===== src/rtl/aes_cipher_result_queue_if.sv =====
// ----------------------------------------------------------------------------
// aes_cipher_result_queue_if
// Purpose : Bundles the signals between the AES core, the DCP config-load
//           path and the ciphertext result queue.
// Signals :
//   ct_valid     1-cycle strobe from the AES core, ct_data holds a block
//   ct_data      128-bit ciphertext block
//   config_hsk   config request valid this cycle
//   config_addr  16-bit request address
//   config_load  1 = load (read), 0 = store
//   out_valid    registered read-response valid
//   out_data     registered 64-bit read-response data
//   fifo_empty   queue holds no blocks
//   fifo_full    queue holds DEPTH blocks
//   overflow     sticky flag, a block was dropped while the queue was full
// Modports:
//   master : drives ct_* and config_*, observes responses and status
//   slave  : the queue itself
// ----------------------------------------------------------------------------
interface aes_cipher_result_queue_if;
    logic         ct_valid;
    logic [127:0] ct_data;
    logic         config_hsk;
    logic [15:0]  config_addr;
    logic         config_load;
    logic         out_valid;
    logic [63:0]  out_data;
    logic         fifo_empty;
    logic         fifo_full;
    logic         overflow;

    modport master (
        output ct_valid, ct_data, config_hsk, config_addr, config_load,
        input  out_valid, out_data, fifo_empty, fifo_full, overflow
    );

    modport slave (
        input  ct_valid, ct_data, config_hsk, config_addr, config_load,
        output out_valid, out_data, fifo_empty, fifo_full, overflow
    );
endinterface


===== src/rtl/aes_cipher_result_queue.sv =====
// ----------------------------------------------------------------------------
// aes_cipher_result_queue
// Purpose : Small FIFO of ciphertext blocks from the pipelined AES core,
//           read out by the DCP config-load path as two 64-bit halves.
//           Loading the low half pops the head entry. A status word reports
//           occupancy, full/empty and a sticky overflow flag so back-to-back
//           encryptions are not silently lost.
// Ports   :
//   clk    clock
//   reset  synchronous, active-high reset
//   bus    aes_cipher_result_queue_if.slave (ct_*, config_*, out_*, flags)
// Address map (loads):
//   RD_HIGH_ADDR  head[127:64], no state change
//   RD_LOW_ADDR   head[63:0], pops the head when not empty
//   STATUS_ADDR   {16'h0, drop_cnt, 16'h0, count[7:0], 5'h0, ovf, full, empty}
//   other         64'h0
// Stores to STATUS_ADDR clear the overflow flag (and the drop counter).
// Build option:
//   AES_RESULT_DROP_CNT_EN  when defined, adds a saturating 16-bit count of
//                           dropped blocks, reported in status[47:32];
//                           otherwise those bits read as zero.
// ----------------------------------------------------------------------------
module aes_cipher_result_queue #(
    parameter int          DATA_WIDTH   = 128,
    parameter int          DEPTH        = 4,
    parameter logic [15:0] RD_HIGH_ADDR = 16'h0050,
    parameter logic [15:0] RD_LOW_ADDR  = 16'h0060,
    parameter logic [15:0] STATUS_ADDR  = 16'h0070
) (
    input  logic                        clk,
    input  logic                        reset,
    aes_cipher_result_queue_if.slave    bus
);

    localparam int PTR_W  = $clog2(DEPTH);
    localparam int CNT_W  = PTR_W + 1;
    localparam int HALF_W = DATA_WIDTH / 2;

    logic [DATA_WIDTH-1:0] mem [DEPTH];
    logic [PTR_W-1:0]      wr_ptr;
    logic [PTR_W-1:0]      rd_ptr;
    logic [CNT_W-1:0]      count;
    logic [CNT_W-1:0]      count_nxt;

    logic                  empty_flag;
    logic                  full_flag;
    logic                  ovf_flag;

    logic                  is_load;
    logic                  is_store;
    logic                  is_empty;
    logic                  is_full;
    logic                  pop;
    logic                  push;
    logic                  drop;
    logic                  clr;

    logic [DATA_WIDTH-1:0] head;
    logic [15:0]           drop_cnt;
    logic [63:0]           status_word;
    logic [63:0]           rd_data;

    logic                  vld_p1;
    logic [63:0]           rdata_p1;

`ifdef AES_RESULT_DROP_CNT_EN
    function automatic logic [15:0] sat_inc16(input logic [15:0] v);
        return (v == 16'hFFFF) ? v : v + 16'd1;
    endfunction
`endif

    always_comb begin
        is_load  = bus.config_hsk & bus.config_load;
        is_store = bus.config_hsk & ~bus.config_load;
        is_empty = (count == '0);
        is_full  = (count == CNT_W'(DEPTH));
        pop      = is_load && (bus.config_addr == RD_LOW_ADDR) && !is_empty;
        // A pop in the same cycle frees the slot, so a full queue still accepts.
        push     = bus.ct_valid && (!is_full || pop);
        drop     = bus.ct_valid && is_full && !pop;
        clr      = is_store && (bus.config_addr == STATUS_ADDR);
        count_nxt = count + CNT_W'(push) - CNT_W'(pop);

        head     = mem[rd_ptr];

        // Status is built from the registered state, i.e. before this cycle's push/pop.
        status_word = {16'h0, drop_cnt, 16'h0, 8'(count), 5'h0,
                       ovf_flag, full_flag, empty_flag};

        rd_data = 64'h0;
        if (bus.config_addr == RD_HIGH_ADDR) begin
            rd_data = is_empty ? 64'h0 : head[DATA_WIDTH-1:HALF_W];
        end else if (bus.config_addr == RD_LOW_ADDR) begin
            rd_data = is_empty ? 64'h0 : head[HALF_W-1:0];
        end else if (bus.config_addr == STATUS_ADDR) begin
            rd_data = status_word;
        end
    end

    // Storage array: data only, no reset; pointers define what is live.
    always_ff @(posedge clk) begin
        if (push) begin
            mem[wr_ptr] <= bus.ct_data;
        end
    end

    always_ff @(posedge clk) begin
        if (reset) begin
            wr_ptr     <= '0;
            rd_ptr     <= '0;
            count      <= '0;
            empty_flag <= 1'b1;
            full_flag  <= 1'b0;
            ovf_flag   <= 1'b0;
        end else begin
            if (push) begin
                wr_ptr <= wr_ptr + PTR_W'(1);
            end
            if (pop) begin
                rd_ptr <= rd_ptr + PTR_W'(1);
            end
            count      <= count_nxt;
            empty_flag <= (count_nxt == '0);
            full_flag  <= (count_nxt == CNT_W'(DEPTH));
            // A drop in the same cycle as a clear leaves the flag set.
            if (drop) begin
                ovf_flag <= 1'b1;
            end else if (clr) begin
                ovf_flag <= 1'b0;
            end
        end
    end

`ifdef AES_RESULT_DROP_CNT_EN
    always_ff @(posedge clk) begin
        if (reset) begin
            drop_cnt <= 16'h0;
        end else if (drop) begin
            drop_cnt <= sat_inc16(drop_cnt);
        end else if (clr) begin
            drop_cnt <= 16'h0;
        end
    end
`else
    assign drop_cnt = 16'h0;
`endif

    // ---- stage p1: registered read response ----
    always_ff @(posedge clk) begin
        if (reset) begin
            vld_p1   <= 1'b0;
            rdata_p1 <= 64'h0;
        end else begin
            vld_p1 <= is_load;
            if (is_load) begin
                rdata_p1 <= rd_data;
            end
        end
    end

    assign bus.out_valid  = vld_p1;
    assign bus.out_data   = rdata_p1;
    assign bus.fifo_empty = empty_flag;
    assign bus.fifo_full  = full_flag;
    assign bus.overflow   = ovf_flag;

endmodule


===== src/flat_wrapper.sv =====
// flat-port wrapper written by rule: the top's interface ports become plain ports
module aes_cipher_result_queue_flat 
#(
    parameter int          DATA_WIDTH   = 128,
    parameter int          DEPTH        = 4,
    parameter logic [15:0] RD_HIGH_ADDR = 16'h0050,
    parameter logic [15:0] RD_LOW_ADDR  = 16'h0060,
    parameter logic [15:0] STATUS_ADDR  = 16'h0070
)
  (clk, reset, bus_ct_valid, bus_ct_data, bus_config_hsk, bus_config_addr, bus_config_load, bus_out_valid, bus_out_data, bus_fifo_empty, bus_fifo_full, bus_overflow);
  aes_cipher_result_queue_if bus_i ();
  input  logic clk;
  input  logic reset;
  input wire logic [$bits(bus_i.ct_valid)-1:0] bus_ct_valid;
  input wire logic [$bits(bus_i.ct_data)-1:0] bus_ct_data;
  input wire logic [$bits(bus_i.config_hsk)-1:0] bus_config_hsk;
  input wire logic [$bits(bus_i.config_addr)-1:0] bus_config_addr;
  input wire logic [$bits(bus_i.config_load)-1:0] bus_config_load;
  output wire logic [$bits(bus_i.out_valid)-1:0] bus_out_valid;
  output wire logic [$bits(bus_i.out_data)-1:0] bus_out_data;
  output wire logic [$bits(bus_i.fifo_empty)-1:0] bus_fifo_empty;
  output wire logic [$bits(bus_i.fifo_full)-1:0] bus_fifo_full;
  output wire logic [$bits(bus_i.overflow)-1:0] bus_overflow;
  assign bus_i.ct_valid = bus_ct_valid;
  assign bus_i.ct_data = bus_ct_data;
  assign bus_i.config_hsk = bus_config_hsk;
  assign bus_i.config_addr = bus_config_addr;
  assign bus_i.config_load = bus_config_load;
  assign bus_out_valid = bus_i.out_valid;
  assign bus_out_data = bus_i.out_data;
  assign bus_fifo_empty = bus_i.fifo_empty;
  assign bus_fifo_full = bus_i.fifo_full;
  assign bus_overflow = bus_i.overflow;
  aes_cipher_result_queue #(.DATA_WIDTH(DATA_WIDTH), .DEPTH(DEPTH), .RD_HIGH_ADDR(RD_HIGH_ADDR), .RD_LOW_ADDR(RD_LOW_ADDR), .STATUS_ADDR(STATUS_ADDR)) u_core (.clk(clk), .reset(reset), .bus(bus_i));
endmodule

===== config.mk =====
export PLATFORM = sky130hd
export DESIGN_NAME = aes_cipher_result_queue_flat
export DESIGN_NICKNAME = d
export VERILOG_FILES = /design/src/rtl/aes_cipher_result_queue_if.sv /design/src/rtl/aes_cipher_result_queue.sv /design/src/flat_wrapper.sv
export SDC_FILE = /design/constraint.sdc
export NUM_CORES = 1
export LEC_CHECK = 0
export CAP_MARGIN = 20
export CORE_MARGIN = 1
export CORE_UTILIZATION = 35
export DETAILED_ROUTE_END_ITERATION = 16
export PLACE_DENSITY = 0.63
export SYNTH_ARGS = -nofsm -noshare
export SYNTH_HDL_FRONTEND = slang
export SYNTH_SLANG_ARGS = --single-unit

===== constraint.sdc =====
create_clock -name clk -period 5.8 [get_ports clk]
set_input_delay 0.87 -clock clk [delete_from_list [all_inputs] [get_ports clk]]
set_output_delay 0.87 -clock clk [all_outputs]
set_load 0.01 [all_outputs]

# --- Word level (Yosys, flattened, before mapping) ---
# Memories as Yosys holds them, arrays and structs flattened. A register that Yosys moved wholly into a read port is not among the register bits.
# Index checks and enable logic that the tools add are counted.
op_classes:
  n_addsub: 4
  n_eq_ne: 5
  muxes: 11
  bitwise_logic: 3
  n_reduce_logical: 13
op_table:
  columns: ["cell", "n"]
  rows:
  - ["64-bit 2-to-1 mux", 4]
  - ["16-bit by 7-bit == test with 1-bit output (second input constant)", 3]
  - ["11-bit 2-to-1 mux", 1]
  - ["3-bit == test (second input constant)", 2]
  - ["1-bit logical AND", 6]
  - ["3-bit logical NOT", 2]
  - ["2-bit by 1-bit adder with 2-bit output (second input constant)", 2]
  - ["1-bit 2-to-1 mux", 4]
  - ["2-bit 2-to-1 mux", 2]
  - ["3-bit by 1-bit adder with 3-bit output", 1]
  - ["1-bit logical NOT", 3]
  - ["3-bit by 1-bit subtractor with 3-bit output", 1]
  - ["1-bit bitwise AND", 2]
  - ["2-bit nonzero test", 1]
  - ["1-bit logical OR", 1]
  - ["1-bit inverter", 1]
totals:
  ff_bits: 75
  ram_bits: 512
  input_bits: 149
  out_inout_bits: 68
  word_cells: 45
  memories: 1
memory_table:
  columns: ["name", "depth", "width", "rd", "rd_clocked_by_memory_dff", "wr", "line_no", "source"]
  rows:
  - ["u_core.mem", 4, 128, 1, 1, 1, "aes_cipher_result_queue.sv:39", "logic [DATA_WIDTH-1:0] mem [DEPTH];"]

# --- Logic depth before layout (Yosys ltp) ---
depth:
  depth_word: 8
  depth_mapped: 11

# --- Worst setup path before layout ---
# OpenSTA, ideal clock, no wires.
synth_path:
  kind: "input to register"
  start: "in bus_config_addr[2]"
  end: "mem u_core.mem[0][0], enable pin"
  setup_ns: 0.502
  arrival_ns: 5.197
  required_ns: 5.298
  path_slack_ns: 0.100
  path_stages: 5
  cell_sequence: "or4b_1 nor4_4 a41o_1 buf_2 and2_1"
synth_between:
  elab_chain_len: 7
synth_rtl:
  columns: ["item", "line_no", "source"]
  rows:
  - ["from (decl)", "flat_wrapper.sv:17", "input wire logic [$bits(bus_i.config_addr)-1:0] bus_config_addr;"]
  - ["16-bit by 7-bit == test with 1-bit output", "aes_cipher_result_queue.sv:77", "pop = is_load && (bus.config_addr == RD_LOW_ADDR) && !is_empty;"]
  - ["1-bit logical AND (2 in series)", "aes_cipher_result_queue.sv:77", null]
  - ["1-bit logical OR", "aes_cipher_result_queue.sv:79", "push = bus.ct_valid && (!is_full || pop);"]
  - ["1-bit logical AND", "aes_cipher_result_queue.sv:79", null]
  - ["via u_core.push", "aes_cipher_result_queue.sv:54", "logic push;"]
  - ["1-bit 2-to-1 mux", "aes_cipher_result_queue.sv:102", "if (push) begin"]
  - ["1-bit 2-to-1 mux (implied by the code)", "aes_cipher_result_queue.sv:103", "mem[wr_ptr] <= bus.ct_data;"]
  - ["to (decl)", "aes_cipher_result_queue.sv:39", null]
# The timed path passes the listed nets, and every way through them passes these cells.

# --- Worst setup path after layout ---
layout_path:
  start: "in bus_config_addr[2]"
  end: "reg u_core.full_flag, in the netlist u_core.bus.fifo_full"
layout_between:
  elab_chain_len: 8
layout_rtl:
  columns: ["item", "line_no", "source"]
  rows:
  - ["16-bit by 7-bit == test with 1-bit output (*)", "aes_cipher_result_queue.sv:77", null]
  - ["1-bit logical AND (*) (2 in series)", "aes_cipher_result_queue.sv:77", null]
  - ["1-bit logical OR", "aes_cipher_result_queue.sv:79", null]
  - ["1-bit logical AND", "aes_cipher_result_queue.sv:79", null]
  - ["3-bit by 1-bit adder with 3-bit output", "aes_cipher_result_queue.sv:82", "count_nxt = count + CNT_W'(push) - CNT_W'(pop);"]
  - ["3-bit by 1-bit subtractor with 3-bit output (*)", "aes_cipher_result_queue.sv:82", null]
  - ["3-bit == test (*)", "aes_cipher_result_queue.sv:124", "full_flag <= (count_nxt == CNT_W'(DEPTH));"]
  - ["to (signal assigned)", "aes_cipher_result_queue.sv:124", null]
  - ["to (decl)", "aes_cipher_result_queue.sv:46", "logic full_flag;"]
# Every way passes the cells marked *; elsewhere a longest branch is shown, timed or not.
# A chain may end at the register's enable or synchronous reset.

==> run_results.csv <==
group,metric,value,unit
layout,final_common_cell,"edfxtp_1",
timing,worstMarginPinSlew,0.930,ns
floorplan,die_y,251,um
drt,met1_length,21300,um
cts,cts_tree,"built",
timing,min_period_over_period,65.8,%
floorplan,dieWidth,251,um
placed_design,io_buffer_count,216,
synth,syn_area,0.0216,mm^2
timing,fmax,0.262,GHz
drt,vias_per_cell,5.08,
placed_design,dp.cells,2001,
floorplan,initial_core_util,35.6,%
timing,fin_skew,0.0175,ns
cts,clockRootBuffer,"clkbuf_16",
worst_setup_path,critPathLaunchType,"primary input",
layout,mostFrequentLayoutCells,"edfxtp_1 (512), clkdlybuf4s50_1 (216), mux4_2 (128)",
synth,seq_area_frac_synth,78.2,%
worst_setup_path,worst_setup_path_end_kind,"flop",
synth,synth_top_flop_cell,"edfxtp_1",
timing,finalHoldViolations,0,
timing,setup_violations,0,
synth,synth_top_cell_area_share,71.1,%
worst_setup_path,crit_buf_inv,2,
cts,cts_resized,0,
worst_setup_path,critPathSlowestCell,"or4b_1",
worst_setup_path,arrival,4.35,ns
worst_setup_path,r2r_cells,4,
global_routing,grt_pass1_wl,71800,um
worst_setup_path,critPathMaxFanout,23,
cts,clkLatencyLatePin,0.61,ns
timing,timing.final.crit_period,3.82,ns
global_routing,grt_start_max_net_pins,129,
timing,rsz0062_at_grt,"false",
worst_setup_path,path_class,"in -> reg",
placed_design,finalWeightedCongestion,0.765,
worst_hold_path,holdCritPathClass,"reg -> reg",
worst_setup_path,rrSetupSlack,3.01,ns
worst_setup_path,worst_r2r_endpoint,"u_core.bus.out_data[47]$_SDFFE_PP0P_",
global_routing,grt_pass1_vias,11382,
timing,fin_setup_tns,0,ns
floorplan,io_pins,217,
synth,syn_area_per_cell,20.8,um^2
layout,final-instance-count-excl-fill,2116,
pwr,ir_drop,0.000225,V
worst_setup_path,crit_top_cell,"xor2_1",
floorplan,rows,90,
pwr,fin_total_pwr,9690,uW
drt,highest_layer,"met5",
layout,fin_nets,1436,
cts,cts-buffers-inserted,60,
placed_design,hpwl,27600,um
synth,ys_ff_latch,589,
timing,slew_headroom,38.0,%
global_routing,grt_usage,15.4,%
cts,post_cts_buffers,0,
synth,ys_top_cells_by_area,"edfxtp_1 (71%), mux4_2 (13%), dfxtp_1 (7.1%), a22oi_1 (2.2%), o21ai_0 (1.3%)",
layout,drive_above_1_share,18.7,%
drt,drtPass1Iterations,5,
synth,syn_nets,1196,
worst_setup_path,required,6.33,ns
worst_setup_path,slowest_delay,0.63,ns
placed_design,place_area,0.0248,mm^2
worst_setup_path,worstPathCellList,"clkdlybuf4s50_1 -> or4b_1 -> nor4_4 -> buf_4 -> and3_1 -> xor2_1 -> ha_1 -> fa_1 -> xor2_1 -> xnor2_1 -> nand2_1 -> nor3_1",
layout,area_growth,23.8,%
synth,yosys_warnings,0,
worst_hold_path,min_to,"u_core.bus.out_data[61]$_SDFFE_PP0P_",
drt,drc,0,
global_routing,antenna_found_initial,14,
cts,cts_max_path_buffers,3,
drt,drt_iter0_drc,660,
drt,num_vias,10757,
worst_setup_path,cp_top_family,"simple AND/OR/NAND/NOR gates",
synth,yosys.cell_types.count,45,
synth,synth_cells,1041,
floorplan,die_area,0.0628,mm^2
pwr,powerDensity,362,mW/mm^2
drt,dr_wl_met2,22900,um
worst_hold_path,min_delay_path_depth,2,
global_routing,grt_remaining_overflow,0,
worst_hold_path,hold_start,"u_core.bus.out_data[61]$_SDFFE_PP0P_",
pwr,leakage,0.00822,uW
drt,wl_per_cell,22.8,um
synth,synth-async-reset-ratio,0,%
cts,clkSlewWorstSetupHoldPaths,0.06,ns
cts,cts_sinks,589,
cts,cts_hold_buf,0,
outcome,outcome,"finished, final reports clean",
drt,wl_met3,3000,um
timing,drv_slew,0,
layout,final_cell_area,0.0268,mm^2
cts,htree_levels,2,
synth,yosys.area.top_type,"edfxtp_1",
floorplan,core,0.0607,mm^2
flow_run,drv_cap,0,
synth,synth-edff-count,512,
drt,ant_nets,0,
drt,routed_wirelength,48100,um
==> worst max-delay path by stage <==
stage,startpoint,end,slack (ns),cells past startpoint
after CTS,bus_config_addr[2],u_core.mem[3][94]$_DFFE_PP_,1.96,7
after floorplan,bus_config_addr[2],u_core.mem[0][0]$_DFFE_PP_,0.10,5
after global routing,bus_config_addr[2],u_core.mem[3][102]$_DFFE_PP_,1.80,7
final,bus_config_addr[2],u_core.bus.fifo_full$_SDFF_PP0_,1.98,12
after global placement,bus_config_addr[2],u_core.mem[3][100]$_DFFE_PP_,1.33,7
after detailed placement,bus_config_addr[2],u_core.mem[3][41]$_DFFE_PP_,1.31,7
==> cell usage after synthesis, types with 2 or more instances <==
library cell,instances
a211oi_1,2
a21oi_1,9
a22oi_1,62
and2_1,8
buf_1,9
buf_2,8
buf_4,7
clkbuf_1,33
dfxtp_1,77
edfxtp_1,512
ha_1,5
inv_1,6
mux4_2,128
nand2_1,63
nor2_1,13
nor2b_1,2
nor3_1,3
nor4_1,2
o21ai_0,58
o21ai_1,3
or4_1,2
or4b_1,3
xnor2_1,3
xor2_1,2
==> metal layers <==
| layer | vias up | global-route usage [%] |
|---|---|---|
| li1 | 4779 | - |
| met1 | 5612 | 20.9 |
| met2 | 263 | 24.4 |
| met3 | 79 | 4.26 |
| met4 | 24 | 3.84 |
| met5 | - | 0 |
==> state kept, by name, indices dropped and copies added (netlist names), named ones only <==
signal	cells
u_core.bus.fifo_full	1
u_core.mem	512
u_core.bus.out_data	64
u_core.bus.out_valid	1
u_core.wr_ptr	2
u_core.bus.fifo_empty	1
u_core.bus.overflow	1
u_core.rd_ptr	2
u_core.count	3
==> report_power, final <==
| part | total [uW] | internal (uW) | leakage [uW] | switching [uW] |
|---|---|---|---|---|
| clock network | 3850 | 2290 | 0.000966 | 1560 |
| registers | 5100 | 5020 | 0.00532 | 82.2 |
| logic | 730 | 311 | 0.00194 | 419 |
==> worst register-to-register path: stages, from the launching register on <==
cell and delay, ns:
dfxtp_4 0.93, buf_4 0.69, mux4_2 0.65, a22oi_1 0.26, o21ai_0 0.11
==> logic make-up (layout without fill, tap and decap cells) <==
family / Yosys count / count (layout) / synth area share (%)
fa+ha+maj: 6 / 6 / 0.382
flops: 589 / 589 / 78.2
other cells: 0 / 1 / 0
compound gates: 143 / 143 / 4.20
simple gates: 106 / 106 / 2.37
buf+inv: 63 / 355 / 1.26
mux: 129 / 129 / 13.4
xor+xnor: 5 / 5 / 0.203
==> final cells by class <==
type | count | area (um^2)
fillers | 5175 | 33900
flip-flops and latches | 589 | 16900
multi-input cells | 389 | 4470
repair buffers | 235 | 2380
clock buffers | 87 | 1690
well taps | 782 | 978
clock inverters | 27 | 300
inverters | 6 | 22.5
diodes | 1 | 2.50
==> per-stage QoR <==
| step | hold slack [ns] | setup WS (ns) | util (%) |
|---|---|---|---|
| 6_report | 0.449 | 1.98 | 44.1 |
| 5_1_grt | 0.479 | 1.80 | 44.1 |
| 4_1_cts | 0.455 | 1.96 | 44.1 |
| 3_5_place_dp | 0.446 | 1.31 | 40.8 |
| 3_3_place_gp | 0.435 | 1.33 | 40.8 |
| 2_1_floorplan | 0.474 | 0.100 | - |
Power figures use the tool's default switching activity.
